File: src/rtl/seg_code_rx.sv
// ---------------------------------------------------------------------------
// seg_code_rx
//
// Receive side of the comparator-count to 7-segment display link. Samples an
// asynchronous active-low 7-segment pattern, waits until it has been stable
// for STABLE_CYCLES synchronised samples, decodes it back to a count of 0..5
// and the matching 5-bit comparator thermometer code, and presents each new
// value over a valid/ready handshake.
//
// Ports:
//   clk        in   system clock, rising edge
//   rst_n      in   asynchronous active-low reset
//   segs_in    in   [6:0] segment pattern, active-low, {g,f,e,d,c,b,a}
//   out_ready  in   downstream accepts the current value
//   out_valid  out  count/comps hold a new decoded value
//   count      out  [2:0] decoded count 0..5
//   comps      out  [4:0] thermometer code, comps[k]=1 iff k<count
//   err        out  one-cycle pulse on a stable illegal pattern
//   err_cnt    out  [7:0] saturating err pulse counter
//                   (present only when SEG_CODE_RX_ERR_CNT_EN is defined)
//
// Optional build macro: SEG_CODE_RX_ERR_CNT_EN
// ---------------------------------------------------------------------------
module seg_code_rx #(
    parameter int unsigned STABLE_CYCLES = 4,
    parameter int unsigned CNT_W         = 4
) (
    input  logic       clk,
    input  logic       rst_n,
    input  logic [6:0] segs_in,
    input  logic       out_ready,
    output logic       out_valid,
    output logic [2:0] count,
    output logic [4:0] comps,
    output logic       err
`ifdef SEG_CODE_RX_ERR_CNT_EN
    ,
    output logic [7:0] err_cnt
`endif
);

    localparam logic [6:0]       SEG_BLANK  = 7'h7F;
    localparam logic [CNT_W-1:0] STABLE_VAL = CNT_W'(STABLE_CYCLES);

    typedef enum logic [0:0] {
        ST_WAIT,
        ST_HOLD
    } state_e;

    // -----------------------------------------------------------------------
    // Two-flop synchroniser; only s2_q is ever decoded.
    // -----------------------------------------------------------------------
    logic [6:0] s1_q;
    logic [6:0] s2_q;

    always_ff @(posedge clk or negedge rst_n) begin
        if (!rst_n) begin
            s1_q <= SEG_BLANK;
            s2_q <= SEG_BLANK;
        end else begin
            s1_q <= segs_in;
            s2_q <= s1_q;
        end
    end

    // -----------------------------------------------------------------------
    // Stability counter. s2_q changes on this edge exactly when s1_q differs
    // from it, so that comparison restarts the count at 1.
    // -----------------------------------------------------------------------
    logic [CNT_W-1:0] cnt_q;
    logic [CNT_W-1:0] cnt_d;

    always_comb begin
        cnt_d = cnt_q;
        if (s1_q != s2_q) begin
            cnt_d = CNT_W'(1);
        end else if (cnt_q != STABLE_VAL) begin
            cnt_d = cnt_q + CNT_W'(1);
        end
    end

    always_ff @(posedge clk or negedge rst_n) begin
        if (!rst_n) begin
            cnt_q <= '0;
        end else begin
            cnt_q <= cnt_d;
        end
    end

    // -----------------------------------------------------------------------
    // Pattern decode (active-low segments).
    // -----------------------------------------------------------------------
    logic [2:0] dec_digit;
    logic       dec_legal;
    logic       dec_blank;

    always_comb begin
        dec_digit = 3'd0;
        dec_legal = 1'b0;
        dec_blank = 1'b0;
        case (s2_q)
            7'h40: begin dec_digit = 3'd0; dec_legal = 1'b1; end
            7'h79: begin dec_digit = 3'd1; dec_legal = 1'b1; end
            7'h24: begin dec_digit = 3'd2; dec_legal = 1'b1; end
            7'h30: begin dec_digit = 3'd3; dec_legal = 1'b1; end
            7'h19: begin dec_digit = 3'd4; dec_legal = 1'b1; end
            7'h12: begin dec_digit = 3'd5; dec_legal = 1'b1; end
            7'h7F: dec_blank = 1'b1;
            default: ;
        endcase
    end

    function automatic logic [4:0] therm(input logic [2:0] n);
        case (n)
            3'd0:    therm = 5'b00000;
            3'd1:    therm = 5'b00001;
            3'd2:    therm = 5'b00011;
            3'd3:    therm = 5'b00111;
            3'd4:    therm = 5'b01111;
            default: therm = 5'b11111;
        endcase
    endfunction

    // -----------------------------------------------------------------------
    // Handshake FSM with registered outputs.
    // -----------------------------------------------------------------------
    logic [6:0] last_q;
    logic       stable;
    logic       new_pat;

    // A pattern is acted upon once: last_q records it whatever its class, so
    // a held illegal pattern pulses err only once and a held digit is not
    // re-emitted until some other stable pattern has been seen in between.
    assign stable  = (cnt_q == STABLE_VAL);
    assign new_pat = stable && (s2_q != last_q);

    state_e     state_q;
    logic       out_valid_q;
    logic [2:0] count_q;
    logic [4:0] comps_q;
    logic       err_q;
`ifdef SEG_CODE_RX_ERR_CNT_EN
    logic [7:0] err_cnt_q;
`endif

    always_ff @(posedge clk or negedge rst_n) begin
        if (!rst_n) begin
            state_q     <= ST_WAIT;
            out_valid_q <= 1'b0;
            count_q     <= '0;
            comps_q     <= '0;
            err_q       <= 1'b0;
            last_q      <= SEG_BLANK;
`ifdef SEG_CODE_RX_ERR_CNT_EN
            err_cnt_q   <= '0;
`endif
        end else begin
            err_q <= 1'b0;
            case (state_q)
                ST_WAIT: begin
                    if (new_pat) begin
                        last_q <= s2_q;
                        if (dec_legal) begin
                            count_q     <= dec_digit;
                            comps_q     <= therm(dec_digit);
                            out_valid_q <= 1'b1;
                            state_q     <= ST_HOLD;
                        end else if (!dec_blank) begin
                            err_q <= 1'b1;
`ifdef SEG_CODE_RX_ERR_CNT_EN
                            if (err_cnt_q != 8'hFF) begin
                                err_cnt_q <= err_cnt_q + 8'd1;
                            end
`endif
                        end
                    end
                end
                ST_HOLD: begin
                    if (out_ready) begin
                        out_valid_q <= 1'b0;
                        state_q     <= ST_WAIT;
                    end
                end
                default: begin
                    state_q     <= ST_WAIT;
                    out_valid_q <= 1'b0;
                end
            endcase
        end
    end

    assign out_valid = out_valid_q;
    assign count     = count_q;
    assign comps     = comps_q;
    assign err       = err_q;
`ifdef SEG_CODE_RX_ERR_CNT_EN
    assign err_cnt   = err_cnt_q;
`endif

endmodule
File: config.mk
export PLATFORM = sky130hd
export DESIGN_NAME = seg_code_rx
export DESIGN_NICKNAME = d
export VERILOG_FILES = /design/src/rtl/seg_code_rx.sv
export SDC_FILE = /design/constraint.sdc
export NUM_CORES = 1
export LEC_CHECK = 0
export CAP_MARGIN = 15
export CORE_ASPECT_RATIO = 0.75
export CORE_MARGIN = 2
export CORE_UTILIZATION = 40
export CTS_CLUSTER_DIAMETER = 200
export CTS_CLUSTER_SIZE = 20
export DETAILED_ROUTE_END_ITERATION = 10
export SETUP_SLACK_MARGIN = 0.2
export SYNTH_ARGS = -nofsm -noshare
export SYNTH_HDL_FRONTEND = slang
export SYNTH_SLANG_ARGS = --single-unit
File: constraint.sdc
create_clock -name clk -period 1.8 [get_ports clk]
set_input_delay 0.36 -clock clk [delete_from_list [all_inputs] [get_ports clk]]
set_output_delay 0.36 -clock clk [all_outputs]
set_load 0.005 [all_outputs]
==> results.txt, run 1 <==
Max H-tree Level = 2
Worst setup SP type = register
Post-Syn Instances = 131
minimum clock period = 1.855 ns
Final Skew = 0.002335 ns
layout cells sized above 1 = 0.5591
Reg2Reg Launch Point = s2_q[4]$_DFF_PN1_
Layout area overhead = 49.01%
GRT overflow = 0
Netlist Area Pre-Place = 1644 sq um
clock tree from TritonCTS = yes
n_diodes = 0
post-synthesis sequential element count = 35
Sw Share = 0.2316
initial drt markers = 37
Reg power frac = 0.494
register cell area after layout = 902.1 sq um
die area = 4644 sq um
CP endpoint kind = register
die height = 59.52 microns
top_reg_cell synth = dfstp_2
Detail Placement HPWL = 2.179 mm
Max Clock Freq = 0.5392 GHz
crit path max fanout = 5
Hold EP = s2_q[6]$_DFF_PN1_
Worst Path Arrival = 2.03 ns
unrepaired setup endpoints after global routing = true
fillers = 310
Worst R2R End = comps[3]$_DFFE_PN0P_
first-pass GRT wire length = 5.651 mm
gpl congestion = 0.8285
failing checks = setup timing
Pins Over Slew Limit = 0
status = complete, but fails checks
number of maximum-capacitance violations = 0
slew of the pin with the lowest slew margin = 0.4280 ns
clk_lat worst skew = 0.29 ns
hold_buf cts = 0
Max-Slew Margin vs Limit = 0.7147
Hold Slack = 0.3730 ns
post-DR wirelength/cell = 13.54 microns
Reg2Reg Depth = 5
Post-synth EDFFs = 0
pre-CTS setup slack = -0.06747 ns
Antenna Nets Post-Route = 0
Critical Path Source = s2_q[4]$_DFF_PN1_
DIE WIDTH = 78.03 microns
port bufs = 19
routed vias = 1138
switching power = 0.3950 mW
post-synth top area share = 0.3356
crit share post-route = 1.030
TritonCTS buffer count = 5
Critical Path RT = 1.98 ns
Hold Crit Start = s1_q[6]$_DFF_PN1_
area occupied by multi-input gates = 828.3 sq um
peak supply drop = 0.0004287 V
largest net degree at the start of global routing = 36
DR vias/cell = 4.722
Core ar. = 4004 sq um
initial core utilization = 0.4106
Leak = 1.048 nW
Syn Nets = 143
DRC Markers = 0
clock power share = 0.410
Fin. Hold Viols = 0
warnings from Yosys = 0
Clock transition at path regs = 0.07 ns
Synth cell types = 38
post-synthesis sequential area ratio = 0.5487
TritonRoute pass-1 iters = 4
endpoints failing setup = 4
final wirelength = 3.264 mm
CTS Sinks = 35
std cell rows = 20
most frequent cell after synthesis = dfstp_2
Synth area leaders = dfstp_2 34%, dfrtp_1 21%, xnor2_1 5.3%, mux2_2 4.8%, xor2_1 4.3%
Reg2Reg Setup Slack = -0.05 ns
num ports = 20
Internal Pwr Total = 1.310 mW
clk buf depth = 2
PD cells = 696.1 nW/um^2
worst hold-check path type = reg2reg
Yosys top cell by area = dfstp_2
fin nets = 197
critical path class = reg2reg
GRT Util Overall = 0.1601
FFs w/ async S/R, synth = 1.000
syn avg cell area = 12.55 sq um
Worst Slack Setup Final = -0.05474 ns
share of power burned in combinational logic = 0.096
antenna violations before repair = 0
root buffer cell = clkbuf_8
commonest cells in the netlist = 21 x dfstp_2, 14 x dfrtp_1, 10 x xnor2_1
vias in the first global route = 1250
hold path depth = 0
## worst max path at each step
stage | depth (start not counted) | endpoint | slack, ns
final | 5 | comps[3]$_DFFE_PN0P_ | -0.05
after global routing | 6 | comps[3]$_DFFE_PN0P_ | -0.11
after CTS | 5 | comps[3]$_DFFE_PN0P_ | -0.03
after detailed placement | 9 | comps[1]$_DFFE_PN0P_ | -0.07
after global placement | 5 | comps[4]$_DFFE_PN0P_ | -0.08
after floorplan | 7 | comps[3]$_DFFE_PN0P_ | -0.11
## registers in the layout, indices dropped and copies added (netlist names)
name       count
cnt_q          4
comps          5
count          2
err            1
last_q         7
out_valid      1
s1_q           7
s2_q           7
state_q        1
## power groups by stage
stage	sequential, mW	combinational (mW)	clock (mW)
after global routing	0.846	0.179	0.756
after detailed placement	0.856	0.122	0
after CTS	0.841	0.153	0.717
after floorplan	0.840	0.0719	0
final	0.843	0.164	0.699
after global placement	0.855	0.121	0
## layout make-up
| cell class | count | area share |
|---|---|---|
| clock inverters | 1 | 0.003575 |
| inverters | 5 | 0.007661 |
| repair buffers | 57 | 0.2104 |
| multi-input cells | 81 | 0.3381 |
| well taps | 55 | 0.02809 |
| clock buffers | 7 | 0.04392 |
| flip-flops and latches | 35 | 0.3682 |
## layout by cell type, fill, tap and decap left out, types with 2 or more instances in the layout
cell,netlist,final
mux2_4,3,10
buf_12,0,2
buf_6,2,4
dfstp_2,21,21
a21oi_1,4,4
xor2_1,8,5
nand2_1,4,4
o21ai_0,3,2
xnor2_2,0,2
nor2_1,7,4
inv_1,5,4
buf_4,2,32
nand4_1,2,2
nor2_2,0,3
xor2_2,0,3
nand3_1,2,2
clkbuf_8,0,6
clkdlybuf4s50_1,0,19
nand3b_1,2,2
dfrtp_1,14,14
xnor2_1,10,8
o2bb2ai_1,2,2
## worst max-delay path, cell delays in order (launching register included)
cell      delay (ns)
dfstp_2         0.57
or4b_4          0.49
a21oi_4         0.14
or2_4           0.16
o21bai_4        0.09
mux2_4          0.30
## cell families after synthesis
group           share of synthesized area
simple gates                       0.1202
flops                              0.5487
compound gates                    0.09209
xor+xnor                          0.09589
buf+inv                           0.05251
mux                               0.07534
fa+ha+maj                         0.01522
## stage by stage
step	total power [mW]	util	TNS (ns)	cell area [sq um]	instances
final	1.705	0.6119	-0.1742	2450	241
after global routing	1.781	0.6119	-1.122	2450	241
after CTS	1.711	0.5850	-0.1037	2342	238
after detailed placement	0.9779	0.5109	-0.5492	2046	222
after global placement	0.9753	0.5109	-0.2603	2046	222
after floorplan	0.9119	-	-0.6630	1675	131
## per-layer routing
metal  global-route usage  part of all wire
met1               0.1876              0.44
met2               0.2845              0.51
met5                    0                 0
met4              0.06767             0.019
met3              0.04116             0.034
## timing repair
action                                  CTS  global route
endpoints found under the setup margin   21            21
gates resized for setup                  19            19
pin swaps                                 4             6
buffers inserted                          8             3
Note: power is estimated with default switching activity, not from simulation.
==> run 2, diff against run 1 <==
--- a/config.mk
+++ b/config.mk
@@ -13,4 +13,5 @@
 export CTS_CLUSTER_SIZE = 20
 export DETAILED_ROUTE_END_ITERATION = 10
+export GPL_ROUTABILITY_DRIVEN = 0
 export SETUP_SLACK_MARGIN = 0.2
 export SYNTH_ARGS = -nofsm -noshare
==> constraint.sdc (replaced) <==
create_clock -name clk -period 2.1 [get_ports clk]
set_input_delay 0.63 -clock clk [delete_from_list [all_inputs] [get_ports clk]]
set_output_delay 0.63 -clock clk [all_outputs]
set_load 0.005 [all_outputs]
==> run 2 against run 1 <==
Net effect:
- sequential cell count is the same
- first-iteration DRC count grew 46%
- largest cell class unchanged
- setup slack better by 0.27 ns
- critical endpoint is now count[1]$_DFFE_PN0P_
- the run now ends clean
==> results.txt, run 2 (same netlist as run 1, synthesis figures left out) <==
status = finished, final reports clean
CP endpoint kind = register
TritonCTS buffer count = 5
antenna violations before repair = 0
unrepaired setup endpoints after global routing = true
Critical Path RT = 2.28 ns
Max H-tree Level = 2
Fin. Hold Viols = 0
CP Depth = 6
Pins Over Slew Limit = 0
number of maximum-capacitance violations = 0
CTS Sinks = 35
port bufs = 19
final wirelength = 2.893 mm
clock power share = 0.429
initial core utilization = 0.4106
Post-Route Setup TNS = 0 ns
clock tree from TritonCTS = yes
Worst setup SP type = register
DR vias/cell = 4.743
endpoints failing setup = 0
Worst Path Arrival = 2.07 ns
Antenna Nets Post-Route = 0
slowest CP cell = or4b_4
pre-CTS setup slack = 0.07068 ns
num ports = 20
final core occ = 0.5459
fillers = 343
largest net degree at the start of global routing = 36
die height = 59.52 microns
n_diodes = 0
crit path cell chain = buf_6 -> or4b_4 -> a21oi_4 -> or2_4 -> o21bai_4 -> mux2_4
GRT Util Overall = 0.1488
commonest non-fill, non-tap cell in the layout = dfstp_2
layout cells sized above 1 = 0.4094
Core ar. = 4004 sq um
die area = 4644 sq um
initial drt markers = 54
critical path class = reg2reg
Reg2Reg Setup Slack = 0.21 ns
first-pass GRT wire length = 5.057 mm
Max-Slew Margin vs Limit = 0.7228
Max Clock Freq = 0.5297 GHz
post-DR wirelength/cell = 12.80 microns
Clock transition at path regs = 0.07 ns
Worst R2R End = count[1]$_DFFE_PN0P_
clk buf depth = 2
Internal Pwr Total = 1.146 mW
Largest stage delay, worst path = 0.49 ns
minimum clock period = 1.888 ns
fin nets = 182
crit path max fanout = 8
slew of the pin with the lowest slew margin = 0.4159 ns
TritonRoute pass-1 iters = 4
critical path's top delay family = simple AND/OR/NAND/NOR gates
worst hold-check path type = reg2reg
DRC Markers = 0
peak supply drop = 0.0002881 V
hold_buf cts = 0
Worst Slack Setup Final = 0.2122 ns
most frequent cells in the layout = 21 x dfstp_2, 19 x clkdlybuf4s50_1, 19 x buf_4
Sw Share = 0.2156
Leak = 0.9136 nW
switching power = 0.3149 mW
Reg power frac = 0.495
Buf/Inv on CP = 1
Detail Placement HPWL = 1.890 mm
Final Skew = 0.005335 ns
vias in the first global route = 1078
Layout area overhead = 32.95%
PD cells = 668.2 nW/um^2
CP Capture Point = count[1]$_DFFE_PN0P_
Reg2Reg Depth = 6
Hold Slack = 0.3713 ns
Critical Path Source = s2_q[5]$_DFF_PN1_
Top Registers = last_q: 7 flops, s1_q: 7 flops, s2_q: 7 flops
std cell rows = 20
GRT overflow = 0
crit share post-route = 0.8990
share of power burned in combinational logic = 0.076
clk_lat worst skew = 0.30 ns
root buffer cell = clkbuf_8
DIE WIDTH = 78.03 microns
routed vias = 1072
Reg2Reg Launch Point = s2_q[5]$_DFF_PN1_
run 2: cell count changes in the layout (fill, tap and decap cells not counted), moves of 3 or more:
cell / delta
mux2_4: -7
mux2_2: +7
buf_4: -13
xor2_2: -3
xor2_1: +3
run 2: final cells by class:
cell class	instances	area, sq um	area share
Sequential cell	35	902.1	0.4127
Inverter	5	18.77	0.008586
Multi-Input combinational cell	81	678.2	0.3102
Timing Repair Buffer	42	395.4	0.1809
Clock buffer	8	122.6	0.05610
Tap cell	55	68.82	0.03148
run 2: worst reg2reg max path: stages, from the launching register on:
cell and delay [ns]:
dfstp_2 0.43, buf_6 0.14, or4b_4 0.49, a21oi_4 0.15, or2_4 0.16, o21bai_4 0.11, mux2_4 0.31
run 2: how the worst min path moves through the flow:
| stage | endpoint | cells past startpoint | slack [ns] | start |
|---|---|---|---|---|
| floorplan | cnt_q[0]$_DFFE_PN0P_ | 0 | 0.33 | rst_n |
| finish | s2_q[3]$_DFF_PN1_ | 0 | 0.37 | s1_q[3]$_DFF_PN1_ |
| global route | s2_q[5]$_DFF_PN1_ | 0 | 0.38 | s1_q[5]$_DFF_PN1_ |
| global placement | s2_q[2]$_DFF_PN1_ | 0 | 0.36 | s1_q[2]$_DFF_PN1_ |
| CTS | s2_q[3]$_DFF_PN1_ | 0 | 0.37 | s1_q[3]$_DFF_PN1_ |
| detailed placement | s2_q[3]$_DFF_PN1_ | 0 | 0.36 | s1_q[3]$_DFF_PN1_ |
run 2: what timing repair did:
item,4_1_cts,5_1_grt
setup buffers,6,13
pin swaps,0,4
endpoints found under the setup margin,10,12
resized for setup,4,3
hold endpoints to repair,0,0
run 2: stage by stage:
step                instances  total power [mW]  instance area, sq um
floorplan                 131            0.7808                  1668
global route              226             1.536                  2186
finish                    226             1.461                  2186
CTS                       213             1.467                  2061
detailed placement        199            0.8167                  1866
global placement          199            0.8147                  1866
run 2: layer usage:
metal	part of all wire	vias to the layer above	routed length [microns]	track usage
li1	-	530	-	-
met5	0	-	0	0
met2	0.46	28	1321	0.2254
met1	0.47	506	1361	0.1901
met3	0.044	8	126	0.04573
met4	0.029	0	83	0.09023
run 2: power by group through the flow:
stage / Combinational [mW] / Sequential (mW) / Clock, mW
6_report: 0.111 / 0.723 / 0.627
5_1_grt: 0.125 / 0.725 / 0.687
4_1_cts: 0.0936 / 0.724 / 0.649
3_5_place_dp: 0.0778 / 0.739 / 0
3_3_place_gp: 0.0770 / 0.738 / 0
2_1_floorplan: 0.0608 / 0.720 / 0
